--- src/rtl/led_mode_clkgen_if.sv ---
// Board-side bundle for the blink-rate controller:
// switch/direction inputs and divided clock, strobe, mode and LED outputs.
interface led_mode_clkgen_if #(
    parameter int unsigned LED_W = 16
);
    logic [1:0]       SW;
    logic             DIR;
    logic             mode_clock;
    logic             tick;
    logic [1:0]       mode;
    logic [LED_W-1:0] LD;

    modport master (
        output SW, DIR,
        input  mode_clock, tick, mode, LD
    );

    modport slave (
        input  SW, DIR,
        output mode_clock, tick, mode, LD
    );
endinterface

--- src/rtl/led_mode_clkgen.sv ---
// Switch-selected clock divider with glitch-free rate changes
// and a rotating LED pattern advanced on each mode_clock rising toggle.
module led_mode_clkgen #(
    parameter int unsigned     CNT_W    = 24,
    parameter int unsigned     LED_W    = 16,
    parameter int unsigned     DIV1     = 1000,
    parameter int unsigned     DIV2     = 500,
    parameter int unsigned     DIV3     = 200,
    parameter logic [LED_W-1:0] LED_INIT = LED_W'(1)
) (
    input logic           SCLK,
    input logic           RST,
    led_mode_clkgen_if.slave bus
);

    if (DIV1 < 2 || (DIV1 >> CNT_W) != 0) begin : g_div1_bad
        $error("DIV1 out of range for CNT_W");
    end
    if (DIV2 < 2 || (DIV2 >> CNT_W) != 0) begin : g_div2_bad
        $error("DIV2 out of range for CNT_W");
    end
    if (DIV3 < 2 || (DIV3 >> CNT_W) != 0) begin : g_div3_bad
        $error("DIV3 out of range for CNT_W");
    end
    if (LED_W < 2) begin : g_led_bad
        $error("LED_W must be at least 2");
    end

    localparam logic [CNT_W-1:0] TERM1 = CNT_W'(DIV1);
    localparam logic [CNT_W-1:0] TERM2 = CNT_W'(DIV2);
    localparam logic [CNT_W-1:0] TERM3 = CNT_W'(DIV3);

    typedef enum logic {
        ST_STOP,
        ST_RUN
    } state_t;

    state_t           state_q, state_d;
    logic [1:0]       sw_q1, sw_s;
    logic             dir_q1, dir_s;
    logic [CNT_W-1:0] cnt_q, cnt_d;
    logic [CNT_W-1:0] term;
    logic [1:0]       mode_q, mode_d;
    logic             clk_q, clk_d;
    logic             tick_q, tick_d;
    logic [LED_W-1:0] ld_q, ld_d;
    logic             last;

    always_comb begin
        case (mode_q)
            2'd2:    term = TERM2;
            2'd3:    term = TERM3;
            default: term = TERM1;
        endcase
    end

    assign last = (cnt_q == term - CNT_W'(1));

    always_comb begin
        state_d = state_q;
        mode_d  = mode_q;
        cnt_d   = cnt_q;
        clk_d   = clk_q;
        tick_d  = 1'b0;
        ld_d    = ld_q;
        unique case (state_q)
            ST_STOP: begin
                mode_d = 2'd0;
                cnt_d  = '0;
                clk_d  = 1'b0;
                ld_d   = '0;
                if (sw_s != 2'd0) begin
                    state_d = ST_RUN;
                    mode_d  = sw_s;
                    ld_d    = LED_INIT;
                end
            end
            ST_RUN: begin
                if (sw_s == 2'd0) begin
                    state_d = ST_STOP;
                    mode_d  = 2'd0;
                    cnt_d   = '0;
                    clk_d   = 1'b0;
                    ld_d    = '0;
                end else if (last) begin
                    // sw_s is the latest request; loading it here
                    // defers any rate change to a half-period edge
                    cnt_d  = '0;
                    clk_d  = ~clk_q;
                    tick_d = 1'b1;
                    mode_d = sw_s;
                    if (!clk_q) begin
                        ld_d = dir_s ? {ld_q[0], ld_q[LED_W-1:1]}
                                     : {ld_q[LED_W-2:0], ld_q[LED_W-1]};
                    end
                end else begin
                    cnt_d = cnt_q + CNT_W'(1);
                end
            end
        endcase
    end

    always_ff @(posedge SCLK) begin
        if (RST) begin
            sw_q1   <= 2'd0;
            sw_s    <= 2'd0;
            dir_q1  <= 1'b0;
            dir_s   <= 1'b0;
            state_q <= ST_STOP;
            mode_q  <= 2'd0;
            cnt_q   <= '0;
            clk_q   <= 1'b0;
            tick_q  <= 1'b0;
            ld_q    <= '0;
        end else begin
            sw_q1   <= bus.SW;
            sw_s    <= sw_q1;
            dir_q1  <= bus.DIR;
            dir_s   <= dir_q1;
            state_q <= state_d;
            mode_q  <= mode_d;
            cnt_q   <= cnt_d;
            clk_q   <= clk_d;
            tick_q  <= tick_d;
            ld_q    <= ld_d;
        end
    end

    assign bus.mode_clock = clk_q;
    assign bus.tick       = tick_q;
    assign bus.mode       = mode_q;
    assign bus.LD         = ld_q;

endmodule

--- src/flat_wrapper.sv ---
// flat-port wrapper written by rule: the top's interface ports become plain ports
module led_mode_clkgen_flat 
#(
    parameter int unsigned     CNT_W    = 24,
    parameter int unsigned     LED_W    = 16,
    parameter int unsigned     DIV1     = 1000,
    parameter int unsigned     DIV2     = 500,
    parameter int unsigned     DIV3     = 200,
    parameter logic [LED_W-1:0] LED_INIT = LED_W'(1)
)
  (SCLK, RST, bus_SW, bus_DIR, bus_mode_clock, bus_tick, bus_mode, bus_LD);
  led_mode_clkgen_if #(.LED_W(LED_W)) bus_i ();
  input logic SCLK;
  input logic RST;
  input wire logic [$bits(bus_i.SW)-1:0] bus_SW;
  input wire logic [$bits(bus_i.DIR)-1:0] bus_DIR;
  output wire logic [$bits(bus_i.mode_clock)-1:0] bus_mode_clock;
  output wire logic [$bits(bus_i.tick)-1:0] bus_tick;
  output wire logic [$bits(bus_i.mode)-1:0] bus_mode;
  output wire logic [$bits(bus_i.LD)-1:0] bus_LD;
  assign bus_i.SW = bus_SW;
  assign bus_i.DIR = bus_DIR;
  assign bus_mode_clock = bus_i.mode_clock;
  assign bus_tick = bus_i.tick;
  assign bus_mode = bus_i.mode;
  assign bus_LD = bus_i.LD;
  led_mode_clkgen #(.CNT_W(CNT_W), .LED_W(LED_W), .DIV1(DIV1), .DIV2(DIV2), .DIV3(DIV3), .LED_INIT(LED_INIT)) u_core (.SCLK(SCLK), .RST(RST), .bus(bus_i));
endmodule
--- config.mk ---
export PLATFORM = sky130hd
export DESIGN_NAME = led_mode_clkgen_flat
export DESIGN_NICKNAME = d
export VERILOG_FILES = /design/src/rtl/led_mode_clkgen_if.sv /design/src/rtl/led_mode_clkgen.sv /design/src/flat_wrapper.sv
export SDC_FILE = /design/constraint.sdc
export NUM_CORES = 1
export LEC_CHECK = 0
export ABC_AREA = 1
export ABC_CLOCK_PERIOD_IN_PS = 3050
export CAP_MARGIN = 10
export CORE_ASPECT_RATIO = 2
export CORE_MARGIN = 4
export CORE_UTILIZATION = 35
export CTS_CLUSTER_DIAMETER = 40
export CTS_CLUSTER_SIZE = 40
export DETAILED_ROUTE_END_ITERATION = 10
export DONT_BUFFER_PORTS = 1
export PLACE_DENSITY = 0.47
export SYNTH_ARGS = -nofsm -noshare
export SYNTH_HDL_FRONTEND = slang
export SYNTH_SLANG_ARGS = --single-unit
--- constraint.sdc ---
create_clock -name SCLK -period 3.05 [get_ports SCLK]
set_input_delay 0 -clock SCLK [delete_from_list [all_inputs] [get_ports SCLK]]
set_output_delay 0 -clock SCLK [all_outputs]
set_load 0.1 [all_outputs]
==> impl_results.rst, run 1 <==
.. list-table::
   :header-rows: 1

   * - Metric
     - Value
   * - Vias per cell
     - 5.06
   * - Resized cells post-CTS
     - 0
   * - Routed length per placed instance
     - 14.6 um
   * - Worst endpoint required time
     - 3.25 ns
   * - Hold-fix buffers at CTS
     - 4
   * - Number of iterations in the first detailed-routing pass
     - 5
   * - Worst slew margin relative to its limit
     - 37.7%
   * - Most common cell after layout, fill and taps aside
     - nand2_1
   * - Via count of the first global-routing pass
     - 2559
   * - Port Buffers
     - 0
   * - Number of maximum-capacitance constraint violations
     - 0
   * - Total Neg Setup Slack
     - 0 ns
   * - Unrepaired setup endpoints after global routing
     - no
   * - Average instance area after synthesis
     - 6.97 um2
   * - Critical Path Fanout Max
     - 26
   * - Global-route total usage across every layer
     - 16.3%
   * - Number of buffers created by CTS
     - 5
   * - Critical-path cell with the highest stage delay
     - dfxtp_1
   * - Post-synthesis instance area
     - 2680 um2
   * - Cell at the root of the clock tree
     - clkbuf_16
   * - Initial cell density of the core
     - 36.3%
   * - Clock power frac
     - 43.4%
   * - Sequential share of power
     - 52.3%
   * - Syn-to-layout area delta
     - 13.6%
   * - Flip-flop and latch count after synthesis
     - 51
   * - First-pass GRT wire length
     - 11900 um
   * - Synthesized Nets
     - 390
   * - Part of the power in combinational logic
     - 4.4%
   * - Maximum single-stage delay on the critical path
     - 0.39 ns
   * - Sequential fraction of the synthesis area
     - 38.1%
   * - Residual antenna-violating net count after detailed routing
     - 0
   * - Filler instances
     - 840
   * - Antenna violations before repair
     - 0
   * - Clock sink count
     - 51
   * - List of cells traversed by the critical path
     - ha_1 > nand2_1 > nor2_1 > nand3_1 > nor2_4 > nand2_4 > nand2_8 > nand2_1 > nand2_1 > inv_1
   * - ANT cells
     - 0
   * - Slew at the pin closest to its max-slew limit
     - 0.934 ns
   * - Maximum buffer depth of the clock tree
     - 2
   * - Unique masters post-synth
     - 35
   * - Die height
     - 132 um
   * - Worst skew pair latency
     - 0.30 ns
   * - Initial DRC Count
     - 131
   * - Fraction of layout cells with a size suffix above 1
     - 15.8%
   * - Gate count of the mapped netlist
     - 384
   * - Hold Path Class
     - input pin to register
   * - Via count
     - 2510
   * - Total Wirelength
     - 7260 um
   * - Final layout net count
     - 409
   * - DRC
     - 0
   * - Remaining Overflow, GRT
     - 0
   * - Internal power component
     - 0.000991 W
   * - Clock tree from TritonCTS
     - yes
   * - Setup Crit Path Kind
     - register to register
   * - Final worst-path cycle share
     - 65.4%
   * - H-tree depth
     - 2
   * - Leakage dissipation
     - 1.07 nW
   * - Switching power as a share of total power
     - 23.7%
   * - Power density over the cells
     - 427 nW/um2
   * - Worst-case setup slack after placement
     - 1.04 ns
   * - Floorplan core area
     - 7380 um2
   * - Startpoint Class
     - register
   * - Dpl hpwl
     - 5550 um
   * - Min Tclk post-route
     - 2.00 ns
   * - CTS clk-pin slew, worst paths
     - 0.07 ns
   * - Least setup slack across all paths after layout
     - 1.05 ns
   * - Clock skew after layout
     - 0.00830 ns
   * - Final number of setup-violating endpoints
     - 0
   * - Die Span X
     - 69.8 um
   * - Most prevalent standard cell on the critical path
     - nand2_1
   * - Maximum number of pins on one net before global-route repair
     - 27
   * - Endpoint type of the worst setup path
     - register
   * - Status
     - completed
   * - Full die area
     - 9200 um2
   * - Count of buffers added by post-CTS timing repair for setup
     - 0
   * - Top cell family by delay on the critical path
     - simple AND/OR/NAND/NOR gates
   * - Top library cells by usage in the layout, fill and taps aside
     - 73 x nand2_1, 59 x nor2_1, 51 x dfxtp_1
   * - Max Clk Rate
     - 0.501 GHz
   * - Cell row count
     - 44
   * - Number of top-level pins
     - 25
   * - Sum of buffers and inverters on the critical path
     - 1
   * - Max rail drop VDD
     - 0.375 mV
   * - Switching component of the power
     - 0.000308 W
   * - Arrival @ worst endpoint
     - 2.20 ns
   * - Number of warning messages in the yosys log
     - 0
   * - Final number of max-transition violations
     - 0
   * - Final GP Congestion
     - 0.801
   * - Hold violation total from the final report
     - 0
## flip-flops by register name, summed over array words and instances (netlist names)
signal	count
u_core.sw_q1	2
u_core.cnt_q	24
u_core.sw_s	2
u_core.bus.mode	2
u_core.bus.tick	1
u_core.bus.LD	16
u_core.dir_q1	1
u_core.bus.mode_clock	1
u_core.state_q	1
u_core.dir_s	1
## Yosys cell counts
master     n  area (um2)
buf_2      2        10.0
nor3_2     1        10.0
and2_1     1        6.26
nand2_2    2        12.5
clkbuf_1   5        18.8
or2_2      2        12.5
nand2_1   73         274
clkbuf_2   1        5.00
inv_1     45         169
a21oi_2    7        61.3
buf_6      1        11.3
o21ai_0   10        50.1
xnor2_1    2        17.5
nor3_1     8        40.0
inv_2      2        7.51
a21oi_1   24         120
mux2_2     2        22.5
a21boi_0   1        7.51
buf_12     2        40.0
nor2_1    59         221
nor2_2    13        81.3
nand2_4    1        11.3
buf_1      2        7.51
nor2_4     1        11.3
and3_1     1        6.26
nand3_1   29         145
nand2_8    1        20.0
nor3b_1    3        22.5
nand4_1   19         119
xor2_1     8        70.1
dfxtp_1   51        1020
buf_4      2        15.0
nand3b_1   1        7.51
ha_1       1        12.5
nand3_2    1        10.0
## per-stage QoR
step                util, %  instances  total power [W]  instance area (um2)  hold slack (ns)
finish                 41.2        496          0.00130                 3040            0.360
detailed placement     38.7        484         0.000743                 2860           0.0740
global placement       38.7        484         0.000742                 2860           0.0713
floorplan                 -        384         0.000736                 2680           0.0691
CTS                    41.2        496          0.00132                 3040            0.360
global route           41.2        496          0.00134                 3040            0.381
## logic make-up after synthesis
group	count (synthesis)	share of synthesized area, %
flip-flops	51	38.1
multiplexers	2	0.841
adder cells (fa/ha/maj)	1	0.467
buffers and inverters	62	10.6
AO/OA/AOI/OAI	42	8.93
XOR/XNOR	10	3.27
AND/OR/NAND/NOR	216	37.8
## power groups by stage
stage	Sequential (W)	Clock (W)	Combinational, W
final	0.000679	0.000563	0.0000565
after floorplan	0.000709	0	0.0000272
after global placement	0.000694	0	0.0000479
after CTS	0.000679	0.000579	0.0000576
after detailed placement	0.000694	0	0.0000481
after global routing	0.000680	0.000600	0.0000627
## final timing paths
path	from	endpoint	slack, ns	cells past startpoint
worst max-delay path	u_core.cnt_q[0]	u_core.bus.mode_clock	1.05	10
worst min register to register	u_core.sw_q1[0]	u_core.sw_s[0]	0.40	2
worst min-delay path	bus_SW[1]	u_core.sw_q1[1]	0.36	3
worst max register to register	u_core.cnt_q[0]	u_core.bus.mode_clock	1.05	10
## final cells by class
class	count	area (um2)	area share (%)
Tap cell	92	115	3.78
Inverter	47	176	5.80
Clock inverter	3	20.0	0.658
Sequential cell	51	1020	33.6
Clock buffer	5	125	4.11
Timing Repair Buffer	27	213	6.99
Multi-Input combinational cell	271	1370	45.1
## worst register-to-register path: cells and delay by family, from the launching register on
family | cells | cell delay, ns
simple gates | 8 | 1.24
buf+inv | 1 | 0.04
fa+ha+maj | 1 | 0.22
flops | 1 | 0.39
## per-layer routing
layer / global-route usage [%] / share of wire [%] / vias to the layer above
li1: - / - / 1260
met1: 14.1 / 33 / 1166
met2: 33.3 / 59 / 69
met3: 3.13 / 4.2 / 15
met4: 8.42 / 3.8 / 0
met5: 0 / 0 / -
Power figures use the tool's default switching activity.
==> inputs of run 2 (changes only) <==
--- a/config.mk
+++ b/config.mk
@@ -6,7 +6,7 @@
 export NUM_CORES = 1
 export LEC_CHECK = 0
 export ABC_AREA = 1
-export ABC_CLOCK_PERIOD_IN_PS = 3050
+export ABC_CLOCK_PERIOD_IN_PS = 1830
 export CAP_MARGIN = 10
 export CORE_ASPECT_RATIO = 2
 export CORE_MARGIN = 4
@@ -15,7 +15,7 @@
 export CTS_CLUSTER_SIZE = 40
 export DETAILED_ROUTE_END_ITERATION = 10
 export DONT_BUFFER_PORTS = 1
-export PLACE_DENSITY = 0.47
+export PLACE_DENSITY = 0.49
 export SYNTH_ARGS = -nofsm -noshare
 export SYNTH_HDL_FRONTEND = slang
 export SYNTH_SLANG_ARGS = --single-unit
==> constraint.sdc (replaced) <==
create_clock -name SCLK -period 1.83 [get_ports SCLK]
set_input_delay 0 -clock SCLK [delete_from_list [all_inputs] [get_ports SCLK]]
set_output_delay 0 -clock SCLK [all_outputs]
set_load 0.1 [all_outputs]
==> run 2 against run 1 <==
Effect of this change: hold slack improved by 0.0094 ns; global-route usage rose by 0.25 points; clock skew fell by 0.0059 ns; clock power rose by 65%; critical path depth did not move; combinational power rose by 75%; final area rose by 1.1%; largest power group unchanged.
==> impl_results.rst, run 2 (synthesis results as in run 1) <==
.. list-table::
   :header-rows: 1

   * - Metric
     - Value
   * - Status
     - completed
   * - Endpoint type of the worst setup path
     - register
   * - Number of iterations in the first detailed-routing pass
     - 5 (unchanged)
   * - Reg-to-reg endpoint
     - u_core.bus.mode[0]
   * - Number of buffers created by CTS
     - 5 (unchanged)
   * - ANT cells
     - 0 (unchanged)
   * - Power density over the cells
     - 701 nW/um2 (+64%)
   * - H-tree depth
     - 2 (unchanged)
   * - DRC
     - 0 (unchanged)
   * - Via count of the first global-routing pass
     - 2498 (-2.4%)
   * - Dpl hpwl
     - 5340 um (-3.8%)
   * - Number of top-level pins
     - 25 (unchanged)
   * - Count of buffers added by post-CTS timing repair for setup
     - 0 (unchanged)
   * - Die height
     - 132 um (unchanged)
   * - Filler instances
     - 814 (-3.1%)
   * - Final worst-path cycle share
     - 90.7% (+25 points)
   * - Vias per cell
     - 5.01 (-1.0%)
   * - Via count
     - 2494 (-0.64%)
   * - List of cells traversed by the critical path
     - ha_1 > nand2_1 > nor2_2 > nand3_1 > nor2_4 > nand2_4 > nand2_8 > nand2_1 > nand2_1 > inv_1
   * - Port Buffers
     - 0 (unchanged)
   * - Fraction of layout cells with a size suffix above 1
     - 18.0% (+2.1 points)
   * - Maximum buffer depth of the clock tree
     - 2 (unchanged)
   * - Register name with the most flops
     - u_core.cnt_q
   * - Arrival @ worst endpoint
     - 1.86 ns (-0.34 ns)
   * - Flop-to-flop setup slack
     - 0.17 ns (-0.88 ns)
   * - Max FFs per register
     - 24 (unchanged)
   * - Hold Path Class
     - input pin to register
   * - Clock skew after layout
     - 0.00244 ns (-0.00586 ns)
   * - Syn-to-layout area delta
     - 14.9%
   * - Number of maximum-capacitance constraint violations
     - 0 (unchanged)
   * - Number of cells traversed by the worst hold path
     - 3 (unchanged)
   * - Clock tree from TritonCTS
     - yes
   * - Full die area
     - 9200 um2 (unchanged)
   * - Final GP Congestion
     - 0.854 (+6.6%)
   * - Initial DRC Count
     - 105 (-20%)
   * - Total Neg Setup Slack
     - 0 ns (unchanged)
   * - Origin of the critical flop-to-flop path
     - u_core.cnt_q[0]
   * - Most prevalent standard cell on the critical path
     - nand2_1
   * - Worst endpoint required time
     - 2.03 ns (-1.22 ns)
   * - Floorplan core area
     - 7380 um2 (unchanged)
   * - First-pass GRT wire length
     - 12100 um (+1.7%)
   * - Hold path startpoint
     - bus_SW[0]
   * - Total Wirelength
     - 7200 um (-0.88%)
   * - Routed length per placed instance
     - 14.5 um (-1.3%)
   * - Global-route total usage across every layer
     - 16.6% (+0.25 points)
   * - Min Tclk post-route
     - 1.66 ns (-0.336 ns)
   * - Max Clk Rate
     - 0.602 GHz (+20%)
   * - Critical-path cell with the highest stage delay
     - dfxtp_2
   * - Setup Crit Path Kind
     - register to register
   * - CTS clk-pin slew, worst paths
     - 0.07 ns (about the same)
   * - Remaining Overflow, GRT
     - 0 (unchanged)
   * - Die Span X
     - 69.8 um (unchanged)
   * - Final layout net count
     - 411 (+0.49%)
   * - Slew at the pin closest to its max-slew limit
     - 0.916 ns (-0.0175 ns)
   * - Cell at the root of the clock tree
     - clkbuf_16
   * - Max rail drop VDD
     - 0.701 mV (+87%)
   * - Clock sink count
     - 51 (unchanged)
   * - Cell Count Post-Placement
     - 486 (+0.41%)
   * - Initial cell density of the core
     - 36.3% (unchanged)
   * - Final number of setup-violating endpoints
     - 0 (unchanged)
   * - Worst skew pair latency
     - 0.30 ns (about the same)
   * - Unrepaired setup endpoints after global routing
     - no
   * - Startpoint Class
     - register
   * - Worst slew margin relative to its limit
     - 38.9% (+1.3 points)
   * - Maximum number of pins on one net before global-route repair
     - 31 (+15%)
   * - Residual antenna-violating net count after detailed routing
     - 0 (unchanged)
   * - Antenna violations before repair
     - 0 (unchanged)
   * - Most common cell after layout, fill and taps aside
     - nand2_1
   * - Cell count of the worst reg-to-reg path
     - 10 (unchanged)
   * - Critical Path Fanout Max
     - 26 (unchanged)
   * - Capture endpoint of the worst hold path
     - u_core.sw_q1[0]
   * - Maximum single-stage delay on the critical path
     - 0.36 ns (-0.03 ns)
   * - Final number of max-transition violations
     - 0 (unchanged)
   * - Hold violation total from the final report
     - 0 (unchanged)
   * - Non-filler instance count after layout
     - 498 (+0.40%)
   * - Leakage dissipation
     - 1.09 nW (+1.9%)
   * - Cell row count
     - 44 (unchanged)
   * - Top library cells by usage in the layout, fill and taps aside
     - 73 x nand2_1, 54 x nor2_1, 48 x dfxtp_1
run 2: changes by cell type in the layout (fill, tap and decap cells not counted), sizes merged:
cell          delta
buf              +2
clkbuf           +1
clkinvlp         -1
dlygate4sd3      -1
dlymetal6s4s     +1
run 2: where the power goes:
part	leakage [nW]	switching [W]	internal, W
clock	0.0669	0.000424	0.000506
combinational	0.611	0.0000734	0.0000257
sequential	0.414	0.00000587	0.00112
total	1.09	0.000503	0.00165
run 2: layer usage:
metal	wire length [um]	up-vias	global-route usage [%]
met5	0	-	0
met4	311	0	9.17
met3	176	16	2.37
met2	4110	48	31.9
met1	2600	1161	16.3
li1	-	1269	-
run 2: stage by stage:
step                hold WS [ns]  instance area [um2]  setup WS, ns  util (%)  total power (W)
floorplan                 0.0691                 2680        0.0669         -          0.00123
global placement          0.0713                 2880         0.117      39.0          0.00124
detailed placement        0.0732                 2880        0.0900      39.0          0.00124
CTS                        0.359                 3060        0.0375      41.4          0.00218
global route               0.389                 3080       0.00768      41.7          0.00223
finish                     0.370                 3080         0.170      41.7          0.00216
run 2: worst max-delay path by stage:
stage | startpoint | slack [ns] | cells past startpoint | endpoint
after floorplan | u_core.bus.mode[1] | 0.07 | 10 | u_core.cnt_q[17]
after global placement | u_core.cnt_q[0] | 0.12 | 10 | u_core.bus.mode_clock
after detailed placement | u_core.sw_s[1] | 0.09 | 5 | u_core.bus.LD[1]
after CTS | u_core.sw_s[1] | 0.04 | 5 | u_core.bus.LD[1]
after global routing | u_core.cnt_q[2] | 0.008 | 7 | u_core.cnt_q[10]
final | u_core.cnt_q[0] | 0.17 | 10 | u_core.bus.mode[0]
run 2: timing repair:
action | in CTS | in global routing
hold endpoints to repair | 26 | 0
hold buffers | 4 | 0
setup endpoints to repair | 0 | 20
resized for setup | 0 | 8
run 2: layout make-up:
class | instances | area [um2] | share of cell area (%)
tap | 92 | 115 | 3.74
multi-input combinational | 271 | 1390 | 45.0
clock inverter | 2 | 12.5 | 0.407
timing repair buffer | 29 | 234 | 7.60
clock buffer | 6 | 129 | 4.19
inverter | 47 | 176 | 5.73
sequential | 51 | 1020 | 33.3
run 2: critical path: cells and delay by family, from the launching register on:
family | cells | cell delay [ns]
and+or+nand+nor | 8 | 0.96
DFF | 1 | 0.36
adders and majority gates | 1 | 0.20
buffers and inverters | 1 | 0.03
